<file path="src/rtl/reg_read_unit_pkg.sv">
`default_nettype none
// ============================================================================
// Module      : reg_read_unit_pkg
// Description : Shared FSM state encodings and register-index constants for
//               the register read unit and the write-register selector.
// Revision    : 1.0 - initial release
// ============================================================================
package reg_read_unit_pkg;

  localparam int DATA_W   = 32;
  localparam int ADDR_W   = 5;
  localparam int NUM_REGS = 32;

  // Register indices shared with the write-register selector.
  localparam logic [ADDR_W-1:0] REG_ZERO = 5'd0;
  localparam logic [ADDR_W-1:0] REG_K    = 5'd24;
  localparam logic [ADDR_W-1:0] REG_RA   = 5'd31;

  typedef enum logic [1:0] {
    IDLE = 2'b00,
    READ = 2'b01,
    DONE = 2'b10
  } state_t;

endpackage
`default_nettype wire

</file>
<file path="src/rtl/reg_read_unit_reg_array.sv">
`default_nettype none
// ============================================================================
// Module      : reg_array
// Description : 32 x 32-bit register file, synchronous write, two
//               combinational read ports, asynchronous clear. Register 0 has
//               no storage and always reads as zero.
// Revision    : 1.0 - initial release
// ============================================================================
module reg_array
  import reg_read_unit_pkg::*;
(
  input  logic              CLK,
  input  logic              RST,
  input  logic              we,
  input  logic [ADDR_W-1:0] waddr,
  input  logic [DATA_W-1:0] wdata,
  input  logic [ADDR_W-1:0] raddr_a,
  input  logic [ADDR_W-1:0] raddr_b,
  output logic [DATA_W-1:0] rdata_a,
  output logic [DATA_W-1:0] rdata_b
);

  logic [NUM_REGS-1:0][DATA_W-1:0] w_regs;

  // Index 0 is hardwired, so writes addressed to it have nowhere to land.
  assign w_regs[REG_ZERO] = '0;

  generate
    for (genvar gi = 1; gi < NUM_REGS; gi++) begin : g_reg
      logic [DATA_W-1:0] r_val;

      // One storage word, written when its index is addressed.
      always_ff @(posedge CLK or negedge RST) begin
        if (!RST) begin
          r_val <= '0;
        end else if (we && (waddr == ADDR_W'(gi))) begin
          r_val <= wdata;
        end
      end

      assign w_regs[gi] = r_val;
    end
  endgenerate

  assign rdata_a = w_regs[raddr_a];
  assign rdata_b = w_regs[raddr_b];

endmodule
`default_nettype wire

</file>
<file path="src/rtl/reg_read_unit.sv">
`default_nettype none
// ============================================================================
// Module      : reg_read_unit
// Description : Three-state operand read unit. Latches rs/rt from the
//               instruction on an accepted request, reads both operands from
//               the register file one cycle later and flags the result with a
//               one-cycle rd_valid pulse.
//               Optional macro REG_BYPASS_EN: a write landing in the READ
//               cycle on a latched operand index is forwarded to the output.
// Revision    : 1.0 - initial release
// ============================================================================
module reg_read_unit
  import reg_read_unit_pkg::*;
(
  input  logic        CLK,
  input  logic        RST,
  input  logic [31:0] instr,
  input  logic        rd_req,
  output logic        rd_ready,
  output logic        rd_valid,
  output logic [31:0] A_out,
  output logic [31:0] B_out,
  input  logic        wr_en,
  input  logic [4:0]  wr_addr,
  input  logic [31:0] wr_data
);

  state_t            r_state;
  state_t            w_next;
  logic [ADDR_W-1:0] r_rs_l;
  logic [ADDR_W-1:0] r_rt_l;
  logic [DATA_W-1:0] r_a;
  logic [DATA_W-1:0] r_b;
  logic              r_valid;
  logic [DATA_W-1:0] w_rd_a;
  logic [DATA_W-1:0] w_rd_b;
  logic [DATA_W-1:0] w_load_a;
  logic [DATA_W-1:0] w_load_b;
  logic              w_accept;
  logic              w_unused;

  // Only the operand fields of the instruction are consumed here.
  assign w_unused = ^{instr[31:26], instr[15:0]};

  reg_array u_reg_array (
    .CLK     (CLK),
    .RST     (RST),
    .we      (wr_en),
    .waddr   (wr_addr),
    .wdata   (wr_data),
    .raddr_a (r_rs_l),
    .raddr_b (r_rt_l),
    .rdata_a (w_rd_a),
    .rdata_b (w_rd_b)
  );

  assign rd_ready = (r_state == IDLE);
  assign w_accept = rd_ready && rd_req;

`ifdef REG_BYPASS_EN
  logic w_hit_a;
  logic w_hit_b;
  assign w_hit_a  = wr_en && (wr_addr != REG_ZERO) && (wr_addr == r_rs_l);
  assign w_hit_b  = wr_en && (wr_addr != REG_ZERO) && (wr_addr == r_rt_l);
  assign w_load_a = w_hit_a ? wr_data : w_rd_a;
  assign w_load_b = w_hit_b ? wr_data : w_rd_b;
`else
  // Without forwarding the outputs see the value stored before this edge.
  assign w_load_a = w_rd_a;
  assign w_load_b = w_rd_b;
`endif

  // State register.
  always_ff @(posedge CLK or negedge RST) begin
    if (!RST) r_state <= IDLE;
    else      r_state <= w_next;
  end

  // Next-state logic; requests outside IDLE are ignored.
  always_comb begin
    w_next = r_state;
    case (r_state)
      IDLE:    if (rd_req) w_next = READ;
      READ:    w_next = DONE;
      DONE:    w_next = IDLE;
      default: w_next = IDLE;
    endcase
  end

  // Capture operand indices at acceptance so later instr changes are inert.
  always_ff @(posedge CLK or negedge RST) begin
    if (!RST) begin
      r_rs_l <= '0;
      r_rt_l <= '0;
    end else if (w_accept) begin
      r_rs_l <= instr[25:21];
      r_rt_l <= instr[20:16];
    end
  end

  // Operand outputs change only in READ and hold otherwise.
  always_ff @(posedge CLK or negedge RST) begin
    if (!RST) begin
      r_a <= '0;
      r_b <= '0;
    end else if (r_state == READ) begin
      r_a <= w_load_a;
      r_b <= w_load_b;
    end
  end

  // Registered valid: the pulse appears in the cycle following the DONE edge.
  always_ff @(posedge CLK or negedge RST) begin
    if (!RST) r_valid <= 1'b0;
    else      r_valid <= (r_state == DONE);
  end

  assign A_out    = r_a;
  assign B_out    = r_b;
  assign rd_valid = r_valid;

endmodule
`default_nettype wire

</file>
<file path="config.mk">
export PLATFORM = sky130hd
export DESIGN_NAME = reg_read_unit
export DESIGN_NICKNAME = d
export VERILOG_FILES = /design/src/rtl/reg_read_unit_pkg.sv /design/src/rtl/reg_read_unit_reg_array.sv /design/src/rtl/reg_read_unit.sv
export SDC_FILE = /design/constraint.sdc
export NUM_CORES = 2
export LEC_CHECK = 0
export CAP_MARGIN = 10
export CORE_ASPECT_RATIO = 0.8
export CORE_MARGIN = 3
export CORE_UTILIZATION = 45
export CTS_BUF_LIST = sky130_fd_sc_hd__clkbuf_4 sky130_fd_sc_hd__clkbuf_8
export CTS_CLUSTER_SIZE = 12
export DETAILED_ROUTE_END_ITERATION = 12
export MAX_ROUTING_LAYER = met4
export REMOVE_ABC_BUFFERS = 1
export SLEW_MARGIN = 20
export SYNTH_ARGS = -nofsm -noshare
export SYNTH_HDL_FRONTEND = slang
export SYNTH_SLANG_ARGS = --single-unit
</file>
<file path="constraint.sdc">
create_clock -name CLK -period 1.84 [get_ports CLK]
set_input_delay 0.184 -clock CLK [delete_from_list [all_inputs] [get_ports CLK]]
set_output_delay 0.184 -clock CLK [all_outputs]
set_load 0.005 [all_outputs]
</file>
==> run summary <==
TritonCTS created 175 clock buffers. Dividing the detail-routed wire length by the instance count gives 29.8 um. The tools report the number of optimization iterations in the first detailed-route pass as 6. The tools report the kind of start point of the critical path as a register.

The analysis attributes to cell leakage a power of 32.4 nW. The run gives 0.845 mV as the maximum resistive drop on vdd. The checks that failed: setup timing.

Walking the worst path, the cells encountered are buf_12 -> buf_12 -> buf_12 -> buf_16 -> mux4_2 -> nor2b_2 -> nor3_1 -> a311oi_1 -> buf_4 -> o41ai_2. The run gives 41.8k as the number of global-route vias before repair. For the number of levels in the clock H-tree, the log shows 4. The logic depth of the worst register-to-register path is 10. The die outline area came out at 130000 um^2.

The synthesis-to-layout area growth was 26.8%. The worst hold path begins at wr_data[13]. The tightest slew margin relative to the limit is 52.3%. The violation count after the first detailed-route iteration is 3915, and the minimum clock period is 2.32 ns. The logs give 0 for the remaining number of nets flagged by the antenna check after routing and 0 for the number of endpoints with negative hold slack in the final report. The fraction of final layout cells sized beyond drive strength 1 was 50.7%. The initial utilization of the core area, before any placement, comes to 45.8%.

The count of port buffers added during placement works out to 116. The clock-pin slew on the worst setup and hold paths was 0.07 ns; the total DRC errors in the routed layout was 0. The worst hold endpoint is u_reg_array.g_reg[20].r_val[13]. The tools report the worst clock skew on the final layout as 0.0354 ns. Counting instances, the worst hold path has a depth of 3.

The worst register-to-register path has a setup slack of -0.48 ns. Overall power consumption after layout is estimated at 93.4 mW. The final critical-path setup slack was -0.483 ns.

Including well taps, the total number of placed cells is 6152. The dominant cell type by count on the critical path is sky130_fd_sc_hd__buf_12. The slew at the pin closest to its max-slew limit came out at 0.713 ns. Summing every instance area after synthesis gives 56700 um^2. The sequential fraction of the synthesis area is 47.1%. By area the synthesized netlist is led by sky130_fd_sc_hd__dfrtp_1 47%, sky130_fd_sc_hd__mux2_2 21%, sky130_fd_sc_hd__mux2i_1 10%. For this run, the number of Yosys warnings is 0. The number of pins with negative max-slew slack in the final report came out at 0. Setup violations remaining at the end of the flow were counted as 64. The endpoint identified for the worst register-to-register timing path is B_out[5].

Entering global routing, the biggest net connects 79 pins. For this run the aggregate overflow at the end of global routing stands at 0. 139 I/O pins were placed.

The run gives 2 as the initial antenna violation count. Weighted congestion at the end of routability-driven global placement: 0.884. The total buffers and inverters traversed by the critical path came out at 5. The run gives 115 as the standard-cell row count. The routed design has 198 mm of wire.

Leaving out fill and tap cells, the most frequent cells in the layout are 1070 x sky130_fd_sc_hd__mux2_2, 1054 x sky130_fd_sc_hd__dfrtp_1, 565 x sky130_fd_sc_hd__mux2i_1. The floorplan step set the die width to 403 um. The net count of the finished layout is 4936. The logs give 0 for the reported max-cap violation count and 3.10 ns for the data arrival time of the critical path. After detailed routing, the number of vias per cell comes to 6.28. The clock net in this run drives a total of 1069 sinks. The number of synthesized register bits came out at 1069. In this run the vertical extent of the chip is 324 um. After synthesis, the netlist uses 44 different library cells. Detailed placement ended at an HPWL of 121 mm. For the worst setup path, the data required time is 2.62 ns.

The power per cell area was 1300 nW/um^2; the achievable clock frequency was 0.430 GHz. In this run the mean area of a mapped cell was 13.0 um^2. The first global-routing pass estimated 287 mm of wire. The kind of cell with the highest combined delay along the critical path is buffers and inverters. Along the worst path, the maximum fanout reaches 5.

Clock tree synthesis selected as its root buffer the cell sky130_fd_sc_hd__clkbuf_8. After synthesis, the largest area contributor takes up 47.1% of total cell area. The clock reaches the later pin of the worst-skew pair after 0.91 ns. The worst register-to-register path begins at r_rt_l[0]. The type of the worst min-delay path is in -> reg. Setup repair after global routing could not meet its margin everywhere.

In this design, the stage delay of the slowest critical-path cell is 0.53 ns. The largest total area in the synthesized netlist belongs to sky130_fd_sc_hd__dfrtp_1. Hold timing on the final database bottoms out at a slack of 0.227 ns.

The flow ran to the end, but the final reports show violations. Vias after detailed routing: 41.7k. The slowest stage of the critical path is the sky130_fd_sc_hd__dfrtp_4 cell.

The leading cell type in the layout, fill and taps excluded is sky130_fd_sc_hd__mux2_2. The longest clock path from root to sink contains 3 buffers. Class of the most critical setup path: reg -> reg. For the core utilization of the finished layout, the log shows 58.0%.

Global routing used 30.5% of the available tracks across all layers. In the synthesized netlist, the number of instances is 4371. The worst setup path is captured at a register. The core region is 124000 um^2.

Dividing the final minimum period by the clock period gives 126%. Number of cells in the finished layout apart from fillers: 6641. TritonCTS built the clock tree.
-- through the flow --
| step | area (um^2) | setup TNS [ns] | worst slack (ns) |
|---|---|---|---|
| final | 71900 | -23.15 | -0.483 |
| after global routing | 71900 | -25.69 | -0.538 |
| after CTS | 70100 | -22.43 | -0.452 |
| after detailed placement | 63500 | -387.48 | -0.616 |
| after global placement | 63500 | -396.95 | -0.583 |
| after floorplan | 54400 | -1255.81 | -14.72 |
-- cell type report --
| cell class | instances | area, um^2 |
|---|---|---|
| timing repair buffer | 769 | 9550 |
| sequential | 1069 | 26800 |
| multi-input combinational | 2837 | 29700 |
| clock buffer | 279 | 3550 |
| fill | 9992 | 52100 |
| inverter | 11 | 41.3 |
| clock inverter | 35 | 290 |
| tap | 1638 | 2050 |
| antenna | 3 | 7.51 |
-- Yosys cell counts, drive strengths merged --
library cell  count
a211oi           15
a22oi             8
mux4            138
o211ai           20
mux2i           565
nor2b            80
or3               1
nor2             50
nand3            11
nor4              1
a221oi           64
o21ai            20
nor3            165
nand2           114
inv              11
o2bb2ai           6
a22o             17
nand2b           37
a311oi           54
o22ai           233
a21oi            56
or2               2
dfrtp          1069
o41ai            54
buf             252
nand4b            3
and2              4
mux2           1116
clkbuf          202
nand4             1
nor3b             2
-- timing repair --
item / 4_1_cts / 5_1_grt
endpoints found under the setup margin: 130 / 64
endpoints found under the hold margin: 1080 / 0
hold buffers: 14 / 0
buffers inserted: 78 / 69
gates cloned: 21 / 14
pin swaps: 82 / 106
gates resized for setup: 383 / 237
-- flip-flops by register name, indices dropped and copies added, names as in the netlist --
register             flops
A_out                   32
B_out                   32
r_rs_l                   5
r_rt_l                   5
r_state                  2
rd_valid                 1
u_reg_array.g.r_val    992
-- cell families after synthesis --
family / synth area share [%]
AND/OR/NAND/NOR: 4.11
buffers and inverters: 4.24
flip-flops: 47.1
AO/OA/AOI/OAI: 6.91
multiplexers: 37.6
-- worst max path at each step --
stage,from,to,cells past startpoint,slack (ns)
floorplan,r_rt_l[0],B_out[30],5,-14.72
global placement,r_rt_l[1],B_out[31],8,-0.58
detailed placement,r_rt_l[0],B_out[31],7,-0.62
CTS,r_rt_l[0],B_out[6],9,-0.45
global route,r_rt_l[0],B_out[6],9,-0.54
finish,r_rt_l[0],B_out[5],10,-0.48
-- tightest hold or removal path: stages --
cell,delay (ns)
sky130_fd_sc_hd__clkdlybuf4s50_1,0.39
sky130_fd_sc_hd__buf_4,0.22
sky130_fd_sc_hd__mux2_2,0.29
-- power by group --
group / leakage, nW / switching (mW) / total, mW / internal, mW
combinational: 16.7 / 18.0 / 37.7 / 19.7
sequential: 13.6 / 4.25 / 32.8 / 28.6
clock: 2.05 / 10.2 / 22.9 / 12.7
-- layer usage --
metal	global-route usage (%)	routed length [um]	share of wire, %	vias up
met5	-	0	0	-
met4	11.1	6830	3.4	0
met3	4.99	14400	7.3	430
met2	44.9	88400	45	1760
met1	42.7	88500	45	21926
li1	-	-	-	17569
(Power assumes the default switching activity.)
